$ cat config.mk
export PLATFORM = sky130hd
export DESIGN_NAME = self_draw
export DESIGN_NICKNAME = d
export VERILOG_FILES = /design/src/rtl/self_draw.sv
export SDC_FILE = /design/constraint.sdc
export NUM_CORES = 1
export LEC_CHECK = 0
export CORE_ASPECT_RATIO = 1.1
export CORE_MARGIN = 1.5
export CORE_UTILIZATION = 45
export CTS_CLUSTER_SIZE = 14
export DETAILED_ROUTE_END_ITERATION = 10
export PLACE_DENSITY = 0.75
export REMOVE_ABC_BUFFERS = 1
export SLEW_MARGIN = 20
export SYNTH_ARGS = -nofsm -noshare
export SYNTH_HDL_FRONTEND = slang
export SYNTH_SLANG_ARGS = --single-unit
$ cat constraint.sdc
create_clock -name clk -period 3.1 [get_ports clk]
set_clock_uncertainty 0.05 [all_clocks]
set_input_delay 0.31 -clock clk [delete_from_list [all_inputs] [get_ports clk]]
set_output_delay 0.31 -clock clk [all_outputs]
set_load 0.01 [all_outputs]
$ cat src/rtl/self_draw.sv
// Player-ship pixel sweep: latches a command, then writes the ship box and the fire-beam column one pixel per clock.
// Optional build macro SELF_DRAW_TRIANGLE_EN masks the ship box down to a triangle with its apex on the top row.
module self_draw #(
  parameter int unsigned SHIP_W      = 9,
  parameter int unsigned SHIP_H      = 5,
  parameter int unsigned SHIP_Y      = 110,
  parameter int unsigned BEAM_TOP    = 10,
  parameter logic [2:0]  SHIP_COLOUR = 3'b010,
  parameter logic [2:0]  BEAM_COLOUR = 3'b100,
  parameter int unsigned SCREEN_W    = 160
) (
  input  logic       clk,
  input  logic       reset,
  input  logic       self_enable,
  input  logic [1:0] op,
  input  logic [7:0] x,
  output logic       plot,
  output logic [7:0] vga_x,
  output logic [6:0] vga_y,
  output logic [2:0] colour,
  output logic       busy,
  output logic       done
);

  localparam int unsigned BEAM_LEN = SHIP_Y - BEAM_TOP;
  localparam int unsigned CW       = (SHIP_W > 1) ? $clog2(SHIP_W) : 1;
  localparam int unsigned RW       = (SHIP_H > 1) ? $clog2(SHIP_H) : 1;
  localparam int unsigned BW       = (BEAM_LEN > 1) ? $clog2(BEAM_LEN) : 1;
  localparam int unsigned MID      = (SHIP_W - 1) / 2;

  localparam logic [1:0] OP_DRAW  = 2'b00;
  localparam logic [1:0] OP_ERASE = 2'b01;
  localparam logic [1:0] OP_FIRE  = 2'b10;
  localparam logic [1:0] OP_NOP   = 2'b11;

  typedef enum logic [2:0] {IDLE, SHIP, BEAM, DONE, HOLD} state_t;

  state_t        state_q, state_d;
  logic [CW-1:0] col_q, col_d;
  logic [RW-1:0] row_q, row_d;
  logic [BW-1:0] bcnt_q, bcnt_d;
  logic [1:0]    op_l, op_l_d;
  logic [7:0]    x_l, x_l_d;

  logic       plot_d, busy_d, done_d;
  logic [7:0] vga_x_d;
  logic [6:0] vga_y_d;
  logic [2:0] colour_d;
  logic [8:0] sum_d;
`ifdef SELF_DRAW_TRIANGLE_EN
  int         tri_dist;
`endif

  // State, counters, command latches and registered pixel outputs
  always_ff @(posedge clk) begin
    if (reset) begin
      state_q <= IDLE;
      col_q   <= '0;
      row_q   <= '0;
      bcnt_q  <= '0;
      op_l    <= '0;
      x_l     <= '0;
      plot    <= 1'b0;
      vga_x   <= '0;
      vga_y   <= '0;
      colour  <= '0;
      busy    <= 1'b0;
      done    <= 1'b0;
    end else begin
      state_q <= state_d;
      col_q   <= col_d;
      row_q   <= row_d;
      bcnt_q  <= bcnt_d;
      op_l    <= op_l_d;
      x_l     <= x_l_d;
      plot    <= plot_d;
      vga_x   <= vga_x_d;
      vga_y   <= vga_y_d;
      colour  <= colour_d;
      busy    <= busy_d;
      done    <= done_d;
    end
  end

  // Next state / counters; outputs are derived from the next-cycle pixel so they land registered on time
  always_comb begin
    state_d  = state_q;
    col_d    = col_q;
    row_d    = row_q;
    bcnt_d   = bcnt_q;
    op_l_d   = op_l;
    x_l_d    = x_l;
    plot_d   = 1'b0;
    busy_d   = 1'b0;
    done_d   = 1'b0;
    vga_x_d  = vga_x;
    vga_y_d  = vga_y;
    colour_d = colour;
    sum_d    = '0;
`ifdef SELF_DRAW_TRIANGLE_EN
    tri_dist = 0;
`endif

    unique case (state_q)
      IDLE: begin
        if (self_enable) begin
          op_l_d  = op;
          x_l_d   = x;
          col_d   = '0;
          row_d   = '0;
          bcnt_d  = '0;
          state_d = (op == OP_NOP) ? DONE : SHIP;
        end
      end
      SHIP: begin
        if (col_q == CW'(SHIP_W - 1)) begin
          col_d = '0;
          if (row_q == RW'(SHIP_H - 1)) begin
            bcnt_d  = '0;
            state_d = BEAM;
          end else begin
            row_d = row_q + RW'(1);
          end
        end else begin
          col_d = col_q + CW'(1);
        end
      end
      BEAM: begin
        if (bcnt_q == BW'(BEAM_LEN - 1)) state_d = DONE;
        else                             bcnt_d  = bcnt_q + BW'(1);
      end
      DONE: state_d = HOLD;
      HOLD: begin
        // Re-arm only on a new or withdrawn command: one redraw per distinct command
        if (!self_enable || (op != op_l) || (x != x_l)) state_d = IDLE;
      end
      default: state_d = IDLE;
    endcase

    unique case (state_d)
      SHIP: begin
        sum_d    = {1'b0, x_l_d} + 9'(col_d);
        vga_x_d  = sum_d[7:0];
        vga_y_d  = 7'(SHIP_Y) + 7'(row_d);
        colour_d = (op_l_d == OP_ERASE) ? 3'b000 : SHIP_COLOUR;
        plot_d   = (sum_d < 9'(SCREEN_W));
`ifdef SELF_DRAW_TRIANGLE_EN
        tri_dist = (int'(col_d) >= int'(MID)) ? int'(col_d) - int'(MID) : int'(MID) - int'(col_d);
        plot_d   = plot_d && (tri_dist <= int'(row_d));
`endif
        busy_d   = 1'b1;
      end
      BEAM: begin
        sum_d    = {1'b0, x_l_d} + 9'(MID);
        vga_x_d  = sum_d[7:0];
        vga_y_d  = 7'(SHIP_Y - 1) - 7'(bcnt_d);
        // Non-fire commands repaint the column black so a stale beam never survives
        colour_d = (op_l_d == OP_FIRE) ? BEAM_COLOUR : 3'b000;
        plot_d   = (sum_d < 9'(SCREEN_W));
        busy_d   = 1'b1;
      end
      DONE:    done_d = 1'b1;
      default: ;
    endcase

    if (op_l_d == OP_DRAW) begin
      colour_d = colour_d;
    end
  end

endmodule

==> results of run 1 <==
==> cells by family after synthesis <==
logic type	after synthesis
buf+inv	34
fa+ha+maj	13
xor+xnor	24
mux	8
simple gates	148
compound gates	83
flops	47
other cells	1
==> flip-flops by register name (all words and copies together) (netlist names), 2 cells and up <==
signal,cells
bcnt_q,7
col_q,4
colour,2
op_l,2
row_q,3
state_q,3
vga_x,8
vga_y,7
x_l,8
==> power by group <==
group | internal (mW) | switching, mW
clock | 0.175 | 0.205
combinational | 0.227 | 0.227
sequential | 0.648 | 0.0315
total | 1.05 | 0.463
==> metal layers <==
| layer | share of wire [%] | global-route usage [%] | vias up |
|---|---|---|---|
| met5 | 0 | 0 | - |
| met4 | 2.9 | 9.56 | 0 |
| met3 | 4.4 | 3.33 | 16 |
| met2 | 51 | 38.4 | 68 |
| met1 | 42 | 27.7 | 1330 |
| li1 | - | - | 1409 |
==> final timing paths <==
check	start	to	slack (ps)	cells past startpoint
max reg2reg	state_q[2]$_SDFF_PP0_	plot$_SDFF_PP0_	110	15
max	state_q[2]$_SDFF_PP0_	plot$_SDFF_PP0_	110	15
min reg2reg	vga_y[0]$_SDFFE_PP0P_	vga_y[0]$_SDFFE_PP0P_	410	2
min	vga_y[0]$_SDFFE_PP0P_	vga_y[0]$_SDFFE_PP0P_	410	2
==> area by class of cell <==
type	instances	area share (%)
Clock buffer	6	2.18
Clock inverter	1	0.132
Inverter	14	1.39
Multi-Input combinational cell	277	50.3
Sequential cell	47	25.0
Tap cell	80	2.65
Timing Repair Buffer	81	18.3
==> worst max-delay path, delay by kind of cell (launching register included) <==
kind	cells	cell delay, ps
AND/OR/NAND/NOR	4	570
multiplexers	1	230
adder cells (fa/ha/maj)	2	510
AO/OA/AOI/OAI	4	650
buffers and inverters	4	530
flip-flops	1	360
==> stage by stage <==
stage | setup slack (ps) | TNS [ps] | util [%] | power [mW] | instance area [sq um]
5_1_grt | -50.8 | -79.1 | 60.7 | 1.59 | 3780
3_5_place_dp | -408 | -1430 | 57.0 | 1.12 | 3550
2_1_floorplan | -133 | -150 | - | 0.912 | 2820
6_report | 107 | 0 | 60.7 | 1.51 | 3780
3_3_place_gp | -368 | -1200 | 57.0 | 1.11 | 3550
4_1_cts | 7.78 | 0 | 58.5 | 1.50 | 3640
==> cell usage in the layout, fill, tap and decap left out, types with 3 or more instances in the layout <==
| cell | count |
|---|---|
| a211oi_1 | 4 |
| a21oi_1 | 20 |
| a22oi_1 | 6 |
| a311oi_1 | 4 |
| a31oi_1 | 3 |
| buf_4 | 48 |
| clkbuf_8 | 6 |
| clkdlybuf4s50_1 | 31 |
| dfxtp_1 | 45 |
| ha_1 | 10 |
| inv_1 | 13 |
| mux2i_1 | 5 |
| nand2_1 | 42 |
| nand3_1 | 19 |
| nand4_1 | 3 |
| nor2_1 | 43 |
| nor2b_1 | 5 |
| nor3_1 | 7 |
| o211ai_1 | 4 |
| o21ai_0 | 9 |
| o21ai_1 | 5 |
| o22ai_1 | 5 |
| xnor2_1 | 21 |
| xor2_1 | 3 |
==> timing repair <==
action	in CTS	in global routing
setup endpoints to repair	2	5
pin swaps	2	12
endpoints found under the hold margin	0	0
setup buffers	0	8
gates resized for setup	3	23
==> reports/metrics.csv, run 1 <==
stage;metric;value;unit
clocking;CTS tree;yes;
synthesis;number of flops mapped to enable cells by yosys;0;
synthesis;post-synthesis compound-gate area fraction;20.8;%
die;Initial Util;46.9;%
cells_and_area;final std cells w/o fill;506;
cells_and_area;fillers;583;
synthesis;Main synth FF type;dfxtp_1;
timing;Max Slew Vio Count;0;
synthesis;sequential-to-total area share from yosys stat;32.2;%
drt;# DRC;0;
drt;Vias;2823;
clocking;clk slew on worst S/H paths;80;ps
synthesis;Synth cell types;65;
synthesis;post-synthesis mux area share;2.78;%
run_status;run status;completed;
drt;WL per Instance;15.0;microns
timing;worst slew pin tran;590;ps
clocking;H-tree depth;2;
drt;DRT iter0 DRCs;160;
clocking;worst skew pair latency;300;ps
timing;min Tclk post-route;2990;ps
die;chip height;87.5;microns
drt;Post-DRT Antenna Nets;0;
cells_and_area;fraction of layout cells with a size suffix above 1;21.1;%
clocking;root buf cell;clkbuf_8;
timing;setup violators final;0;
drt;count of TritonRoute iterations in the first routing pass;4;
worst_setup_path;crit path cell chain;buf_4 -> nor4b_4 -> buf_4 -> nand2_4 -> nand2_4 -> ha_4 -> inv_2 -> fa_2 -> nor2b_1 -> o21ai_1 -> a22oi_1 -> buf_4 -> mux2i_2 -> o221ai_1 -> a32o_1;
grt;initial antenna violation count;0;
worst_setup_path;CP most frequent cell;buf_4;
synthesis;Cells after Synth;358;
job;Max-Cap Viols;0;
clocking;number of CTS-inserted buffers;5;
timing;final worst-path cycle share;96.6;%
pwr;Power Density;400;nW/um^2
grt;GR Util All Layers;22.3;%
worst_setup_path;crit path max fanout;4;
placement;placed insts;491;
die;Ports;34;
cells_and_area;area of the multi-input gates;1900;sq um
cells_and_area;Syn-to-layout area delta;29.3;%
clocking;Bufs on Longest Clock Path;2;
pwr;maximum VDD drop;0.241;mV
grt;vias in the first global route;2680;
synthesis;largest family of logic cells by synthesized area;simple AND/OR/NAND/NOR gates;
synthesis;Mean Syn Cell Area;8.17;sq um
timing;Rel. slew slack;60.7;%
pwr;LEAKAGE;1.50;nW
die;die width;79.9;microns
synthesis;Yosys warnings;0;
timing;hold_ws;409;ps
placement;dpl hpwl;5.53;mm
synthesis;Post-Synth XOR/XNOR Area;7.19;%
synthesis;Mapped Area;2920;sq um
synthesis;Yosys reg bits;47;
grt;Remaining Overflow, GRT;0;
synthesis;simple-gate share of the synthesized area;25.9;%
cells_and_area;nets@finish;452;
die;core area;6230;sq um
synthesis;adder-cell share of the synthesized area;5.82;%
drt;vias per cell;5.58;
worst_setup_path;CP startpoint kind;register;
worst_setup_path;WP data required;3250;ps
cells_and_area;n_diodes;0;
worst_setup_path;Setup CP Type;register to register;
synthesis;Yosys top cell area share;32.2;%
synthesis;post-synth top area cell;dfxtp_1;
worst_setup_path;CP endpoint kind;register;
cells_and_area;Reg area;946;sq um
hold_path;Hold Crit Class;register to register;
die;Die ar.;6990;sq um
timing;Fin. Hold Viols;0;
synthesis;fraction of registers with async set/reset;0;%
synthesis;most frequent cell after synthesis;dfxtp_1;
die;row cnt;30;
synthesis;Synth top cells by count;dfxtp_1 (47), nand2_1 (45), nor2_1 (43);
placement;# port buffers;32;
grt;largest net degree at the start of global routing;20;
placement;Final GP Congestion;0.897;
worst_setup_path;crit path DAT;3140;ps
synthesis;dominant cells by area after synthesis;dfxtp_1 (32%), xnor2_1 (6.3%), nand2_1 (5.8%);
grt;first-pass GRT wire length;12.2;mm
clocking;Hold Buf Count CTS;0;
clocking;clk sinks;47;
worst_setup_path;slowest CP cell;dfxtp_4;
worst_setup_path;largest stage delay on the critical path;360;ps
timing;fmax;0.334;GHz
drt;DRT Wirelength;7.57;mm
Note: power is estimated with default switching activity, not from simulation.
==> run 2: changes to the inputs <==
--- a/config.mk
+++ b/config.mk
@@ -10,8 +10,8 @@
 export CORE_UTILIZATION = 45
 export CTS_CLUSTER_SIZE = 14
 export DETAILED_ROUTE_END_ITERATION = 10
+export HOLD_SLACK_MARGIN = 0.1
 export PLACE_DENSITY = 0.75
-export REMOVE_ABC_BUFFERS = 1
 export SLEW_MARGIN = 20
 export SYNTH_ARGS = -nofsm -noshare
 export SYNTH_HDL_FRONTEND = slang
==> run 2 against run 1 <==
Effect of this change:
- count of clock-buffer cells in the layout did not move
- sequential power grew 0.6%
- maximum frequency is 1.1% higher
- total power shrank 1.9%
- critical path depth is 4 lower
- cell area down 5.2%
- largest cell class unchanged
- highest routed layer unchanged
==> reports/metrics.csv, run 2 (synthesis results as in run 1) <==
stage;metric;value;unit;change
job;Max-Cap Viols;0;;unchanged
pwr;sw power;475;uW;+2.5%
drt;DRT iter0 DRCs;105;;-34%
synthesis;Syn Nets;384;;
die;row cnt;30;;unchanged
drt;DRT Wirelength;7.52;mm;-0.56%
grt;largest net degree at the start of global routing;26;;+30%
die;die width;79.9;microns;unchanged
pwr;combinational fraction of design power;28.3;%;-1.7 points
pwr;Power Density;414;nW/um^2;+3.4%
drt;WL per Instance;15.4;microns;+3.1%
grt;GR Util All Layers;22.5;%;+0.28 points
worst_setup_path;crit path DAT;3120;ps;-20 ps
clocking;H-tree depth;2;;unchanged
grt;first-pass GRT wire length;12.4;mm;+1.5%
timing;hold_ws;406;ps;-2.93 ps
placement;# port buffers;32;;unchanged
timing;worst slew pin tran;651;ps;+61.2 ps
drt;# DRC;0;;unchanged
placement;placed insts;480;;-2.2%
worst_setup_path;CP startpoint;self_enable;;
grt;Remaining Overflow, GRT;0;;unchanged
worst_setup_path;worst r2r src;state_q[0]$_SDFF_PP0_;;
placement;Final GP Congestion;0.901;;+0.45%
placement;dpl hpwl;5.59;mm;+1.1%
clocking;clk slew on worst S/H paths;90;ps;about the same
cells_and_area;leading cell type in the layout, fill and taps excluded;dfxtp_1;;
clocking;worst skew pair latency;310;ps;about the same
drt;Vias;2766;;-2.0%
die;chip height;87.5;microns;unchanged
cells_and_area;fillers;587;;+0.69%
die;Die ar.;6990;sq um;unchanged
pwr;sequential power share;46.0;%;+1.1 points
worst_setup_path;Setup CP Type;input pin to register;;
pwr;sw frac;32.0;%;+1.4 points
timing;min Tclk post-route;2960;ps;-31.9 ps
clocking;# resized after CTS;0;;-3
drt;Post-DRT Antenna Nets;0;;unchanged
cells_and_area;final std cells w/o fill;488;;-3.6%
timing;Max Slew Vio Count;0;;unchanged
clocking;Hold Buf Count CTS;0;;unchanged
timing;Fin. Hold Viols;0;;unchanged
worst_setup_path;CP endpoint kind;register;;
clocking;Setup Buffers After CTS;0;;unchanged
die;core area;6230;sq um;unchanged
clocking;number of CTS-inserted buffers;5;;unchanged
cells_and_area;Syn-to-layout area delta;22.6;%;
clocking;CTS tree;yes;;
cells_and_area;commonest non-fill, non-tap cells in the layout;dfxtp_1 (46), nand2_1 (45), nor2_1 (43);;
run_status;run status;completed;;
clocking;Bufs on Longest Clock Path;2;;unchanged
grt;initial antenna violation count;0;;unchanged
timing;final worst-path cycle share;95.5;%;-1.0 points
drt;count of TritonRoute iterations in the first routing pass;4;;unchanged
pwr;Clock Power Share;25.7;%;+0.6 points
worst_setup_path;CP endpoint;plot$_SDFF_PP0_;;
worst_setup_path;CP startpoint kind;input pin;;
die;Ports;34;;unchanged
drt;vias per cell;5.67;;+1.6%
hold_path;Hold Crit Class;register to register;;
timing;setup violators final;0;;unchanged
pwr;maximum VDD drop;0.263;mV;+8.9%
clocking;root buf cell;clkbuf_8;;
clocking;clk sinks;47;;unchanged
worst_setup_path;crit path max fanout;5;;+1
die;Initial Util;46.9;%;unchanged
cells_and_area;nets@finish;433;;-4.2%
timing;RSZ-0062 raised after global routing;true;;
pwr;LEAKAGE;1.39;nW;-7.5%
cells_and_area;largest registers;vga_x (8), x_l (8);;
worst_setup_path;RR Endpoint;plot$_SDFF_PP0_;;
cells_and_area;fraction of layout cells with a size suffix above 1;15.9;%;-5.2 points
worst_setup_path;worst reg-to-reg setup slack;190;ps;+80 ps
timing;fmax;0.338;GHz;+1.1%
pwr;Int Power;1.01;mW;-3.9%
timing;Rel. slew slack;56.6;%;-4.1 points
worst_setup_path;reg2reg path depth;12;;-3
grt;vias in the first global route;2701;;+0.78%
cells_and_area;n_diodes;0;;unchanged
worst_setup_path;WP data required;3260;ps;about the same
==> run 2: cell types whose count changed in the layout (fill, tap and decap cells not counted), moves of 2 or more <==
cell / previous run / this run
mux2i_1: 5 / 7
buf_4: 48 / 30
ha_4: 2 / 0
mux2i_2: 2 / 0
nand2_1: 42 / 45
nand2_4: 2 / 0
==> run 2: worst max-delay path, stage by stage <==
cell and delay (ps):
clkdlybuf4s50_1 550, or4b_1 550, nand2_1 110, nand2_1 90, ha_1 310, a211oi_2 290
o21ai_2 110, a31o_2 250, o22ai_1 190, o221ai_1 150, a32o_1 210
==> run 2: area by class of cell <==
class | count | area [sq um] | area share (%)
Clock inverter | 2 | 12.5 | 0.349
Inverter | 14 | 52.6 | 1.47
Clock buffer | 6 | 72.6 | 2.03
Sequential cell | 47 | 942 | 26.3
Tap cell | 80 | 100 | 2.79
Multi-Input combinational cell | 277 | 1860 | 51.9
Timing Repair Buffer | 62 | 546 | 15.2
==> run 2: worst min-delay path by stage <==
stage	start	endpoint	slack (ps)	depth (start not counted)
floorplan	op[1]	op_l[1]$_SDFF_PP0_	420	2
global route	vga_y[0]$_SDFFE_PP0P_	vga_y[0]$_SDFFE_PP0P_	440	2
global placement	vga_y[0]$_SDFFE_PP0P_	vga_y[0]$_SDFFE_PP0P_	390	2
detailed placement	vga_y[0]$_SDFFE_PP0P_	vga_y[0]$_SDFFE_PP0P_	400	2
finish	vga_y[0]$_SDFFE_PP0P_	vga_y[0]$_SDFFE_PP0P_	410	2
CTS	vga_y[0]$_SDFFE_PP0P_	vga_y[0]$_SDFFE_PP0P_	410	2
==> run 2: per-layer routing <==
metal | vias up | part of all wire (%) | GRT usage, % | wire [microns]
met5 | - | 0 | 0 | 0
met2 | 91 | 47 | 36.8 | 3560
met3 | 22 | 5.1 | 3.54 | 382
li1 | 1365 | - | - | -
met1 | 1288 | 44 | 29.1 | 3320
met4 | 0 | 3.5 | 11.1 | 267
==> run 2: metrics by stage <==
stage	setup TNS, ps	total power [mW]	utilization (%)	cell area, sq um	worst slack (ps)
2_1_floorplan	0	0.940	-	2950	0.789
3_3_place_gp	-138	1.10	55.9	3480	-113
3_5_place_dp	-306	1.11	55.9	3480	-150
4_1_cts	0	1.48	57.3	3570	15.2
5_1_grt	-11.6	1.55	57.5	3580	-11.6
6_report	0	1.48	57.5	3580	139
==> run 2: power groups by stage <==
stage	logic (mW)	registers [mW]	clock network (mW)
after floorplan	0.241	0.700	0
after global placement	0.405	0.696	0
after detailed placement	0.414	0.695	0
after CTS	0.416	0.682	0.386
after global routing	0.455	0.688	0.406
final	0.420	0.683	0.381
==> run 3: changes to the inputs <==
--- a/config.mk
+++ b/config.mk
@@ -7,11 +7,11 @@
 export LEC_CHECK = 0
 export CORE_ASPECT_RATIO = 1.1
 export CORE_MARGIN = 1.5
-export CORE_UTILIZATION = 45
+export CORE_UTILIZATION = 50
 export CTS_CLUSTER_SIZE = 14
 export DETAILED_ROUTE_END_ITERATION = 10
 export HOLD_SLACK_MARGIN = 0.1
-export PLACE_DENSITY = 0.75
+export PLACE_DENSITY = 0.81
 export SLEW_MARGIN = 20
 export SYNTH_ARGS = -nofsm -noshare
 export SYNTH_HDL_FRONTEND = slang
==> constraint.sdc (replaced) <==
create_clock -name clk -period 3.1 [get_ports clk]
set_clock_uncertainty 0.05 [all_clocks]
set_input_delay 0.31 -clock clk [delete_from_list [all_inputs] [get_ports clk]]
set_output_delay 0.31 -clock clk [all_outputs]
set_load 0.1 [all_outputs]
==> run 3 against run 2 <==
Effect of this change:
- worst setup slack worse by 11 ps
- first-iteration DRC count rose by 43%
- largest power group unchanged
- cell area decreased by 0.14%
- count of clock-buffer cells in the layout stayed put
==> reports/metrics.csv, run 3 (synthesis results as in run 1) <==
stage;metric;value;unit;change
run_status;run status;completed;;
worst_setup_path;CP startpoint kind;register;;
clocking;worst skew pair latency;300;ps;about the same
pwr;final total power;1.69;mW;+14%
timing;fmax;0.336;GHz;-0.36%
cells_and_area;Syn-to-layout area delta;22.4;%;
clocking;clk sinks;47;;unchanged
worst_setup_path;delay-heaviest family, CP;compound AO/OA/AOI/OAI gates;;
grt;initial antenna violation count;0;;unchanged
hold_path;Worst Hold Launch;vga_y[0]$_SDFFE_PP0P_;;
worst_setup_path;slowest CP cell;or4b_1;;
die;row cnt;29;;-3.3%
pwr;Power Density;471;nW/um^2;+14%
cells_and_area;cell area after layout;3580;sq um;-0.14%
hold_path;Worst Hold Path Cells;2;;unchanged
clocking;number of CTS-inserted buffers;5;;unchanged
drt;# DRC;0;;unchanged
cells_and_area;fraction of layout cells with a size suffix above 1;16.0;%;+0.078 points
pwr;LEAKAGE;1.39;nW;about the same
worst_setup_path;reg2reg path depth;12;;unchanged
timing;Rel. slew slack;35.1;%;-21 points
job;Max-Cap Viols;0;;unchanged
clocking;Setup Buffers After CTS;0;;unchanged
die;chip height;83.2;microns;-5.0%
worst_setup_path;worst reg-to-reg setup slack;130;ps;-60 ps
drt;count of TritonRoute iterations in the first routing pass;4;;unchanged
die;die width;75.9;microns;-4.9%
grt;first-pass GRT wire length;12.2;mm;-1.8%
worst_setup_path;crit path DAT;3120;ps;about the same
clocking;root buf cell;clkbuf_8;;
timing;Setup TNS;0;ps;unchanged
worst_setup_path;CP endpoint kind;register;;
grt;Remaining Overflow, GRT;0;;unchanged
drt;WL per Instance;14.9;microns;-3.3%
grt;largest net degree at the start of global routing;28;;+7.7%
worst_setup_path;worst r2r src;state_q[0]$_SDFF_PP0_;;
worst_setup_path;crit path cell chain;buf_4 -> or4b_1 -> buf_4 -> nand2_1 -> nand2_1 -> ha_1 -> o21ai_2 -> o21ai_2 -> a31o_2 -> o22ai_1 -> o221ai_1 -> a32o_1;;
worst_setup_path;crit path max fanout;5;;unchanged
cells_and_area;commonest non-fill, non-tap cells in the layout;dfxtp_1 (46), nand2_1 (45), nor2_1 (43);;
cells_and_area;fillers;514;;-12%
placement;placed instance area;3470;sq um;-0.25%
drt;Post-DRT Antenna Nets;0;;unchanged
placement;pre-CTS setup slack;-227;ps;-77.2 ps
clocking;H-tree depth;2;;unchanged
hold_path;Hold Path End;vga_y[0]$_SDFFE_PP0P_;;
die;Ports;34;;unchanged
cells_and_area;Layout Utilization;62.8;%;+5.3 points
placement;dpl hpwl;5.33;mm;-4.7%
drt;Vias;2764;;-0.072%
timing;worst slew pin tran;970;ps;+319 ps
synthesis;Syn Nets;384;;unchanged
die;Die ar.;6320;sq um;-9.7%
die;core area;5700;sq um;-8.6%
drt;DRT Wirelength;7.20;mm;-4.3%
worst_setup_path;WP data required;3250;ps;about the same
grt;vias in the first global route;2741;;+1.5%
timing;final worst-path cycle share;95.9;%;+0.34 points
cells_and_area;leading cell type in the layout, fill and taps excluded;dfxtp_1;;
worst_setup_path;Buf/Inv on CP;2;;+1
drt;vias per cell;5.72;;+0.96%
hold_path;Hold Crit Class;register to register;;
cells_and_area;largest registers;vga_x (8), x_l (8);;
timing;Fin. Hold Viols;0;;unchanged
timing;setup violators final;0;;unchanged
timing;RSZ-0062 raised after global routing;true;;
worst_setup_path;Setup CP Type;register to register;;
clocking;CTS tree;yes;;
clocking;clk slew on worst S/H paths;90;ps;about the same
timing;Max Slew Vio Count;0;;unchanged
grt;GR Util All Layers;23.4;%;+0.82 points
worst_setup_path;RR Endpoint;plot$_SDFF_PP0_;;
drt;DRT iter0 DRCs;150;;+43%
timing;min Tclk post-route;2970;ps;+10.6 ps
cells_and_area;nets@finish;431;;-0.46%
die;Initial Util;51.3;%;+4.4 points
cells_and_area;n_diodes;0;;unchanged
pwr;maximum VDD drop;0.283;mV;+7.7%
worst_setup_path;largest stage delay on the critical path;590;ps;+40 ps
clocking;Bufs on Longest Clock Path;2;;unchanged
placement;Final GP Congestion;0.871;;-3.4%
timing;PnR worst setup slack;128;ps;-10.6 ps
placement;# port buffers;32;;unchanged
-- run 3: cell count changes in the layout (fill, tap and decap cells not counted) --
| cell | before | now |
|---|---|---|
| ha_2 | 1 | 2 |
| buf_12 | 0 | 1 |
| dlymetal6s2s_1 | 0 | 1 |
| clkdlybuf4s50_1 | 32 | 30 |
| ha_1 | 11 | 10 |
| mux2i_2 | 0 | 1 |
| nor3_2 | 2 | 1 |
| buf_4 | 30 | 28 |
| nor3_1 | 6 | 7 |
| mux2i_1 | 7 | 6 |
-- run 3: what timing repair did --
| action | 4_1_cts | 5_1_grt |
|---|---|---|
| gates resized for setup | 1 | 7 |
| endpoints found under the setup margin | 1 | 5 |
| pin swaps | 0 | 1 |
| hold buffers | 0 | 0 |
-- run 3: worst max path at each step --
stage	from	endpoint	slack (ps)	depth (start not counted)
global placement	self_enable	plot$_SDFF_PP0_	-120	12
finish	state_q[0]$_SDFF_PP0_	plot$_SDFF_PP0_	130	12
global route	col_q[0]$_SDFF_PP0_	plot$_SDFF_PP0_	-40	15
floorplan	state_q[1]$_SDFF_PP0_	plot$_SDFF_PP0_	0.8	14
detailed placement	self_enable	plot$_SDFF_PP0_	-230	12
CTS	col_q[0]$_SDFF_PP0_	plot$_SDFF_PP0_	40	14
-- run 3: through the flow --
| step | hold WS (ps) | cells |
|---|---|---|
| floorplan | 418 | 358 |
| global placement | 397 | 475 |
| detailed placement | 397 | 475 |
| CTS | 409 | 483 |
| global route | 447 | 483 |
| finish | 410 | 483 |
-- run 3: worst register-to-register path: cells and delay by family (launching register included) --
family | cells | cell delay [ps]
buffers and inverters | 2 | 350
AOI/OAI and AO/OA | 6 | 1030
DFF | 1 | 350
and+or+nand+nor | 3 | 760
adders and majority gates | 1 | 340
-- run 3: area by class of cell --
class / count / area, sq um / share of cell area, %
multi-input combinational: 277 / 1860 / 52.0
sequential: 47 / 942 / 26.3
timing repair buffer: 60 / 543 / 15.2
tap: 77 / 96.3 / 2.69
clock buffer: 6 / 72.6 / 2.03
inverter: 14 / 52.6 / 1.47
clock inverter: 2 / 12.5 / 0.350
-- run 3: routing by layer --
layer  GRT usage [%]  part of all wire [%]  up-vias
li1                -                     -     1363
met1            28.3                    43     1316
met2            41.5                    51       65
met3            3.52                   3.4       20
met4            8.92                   2.8        0
met5               0                     0        -
-- run 3: report_power, final --
| part | leakage [nW] | internal, mW | total (mW) | switching [mW] |
|---|---|---|---|---|
| Combinational | 0.961 | 0.207 | 0.637 | 0.430 |
| Clock | 0.0412 | 0.158 | 0.367 | 0.209 |
| Sequential | 0.385 | 0.649 | 0.681 | 0.0326 |
| Total | 1.39 | 1.01 | 1.69 | 0.672 |
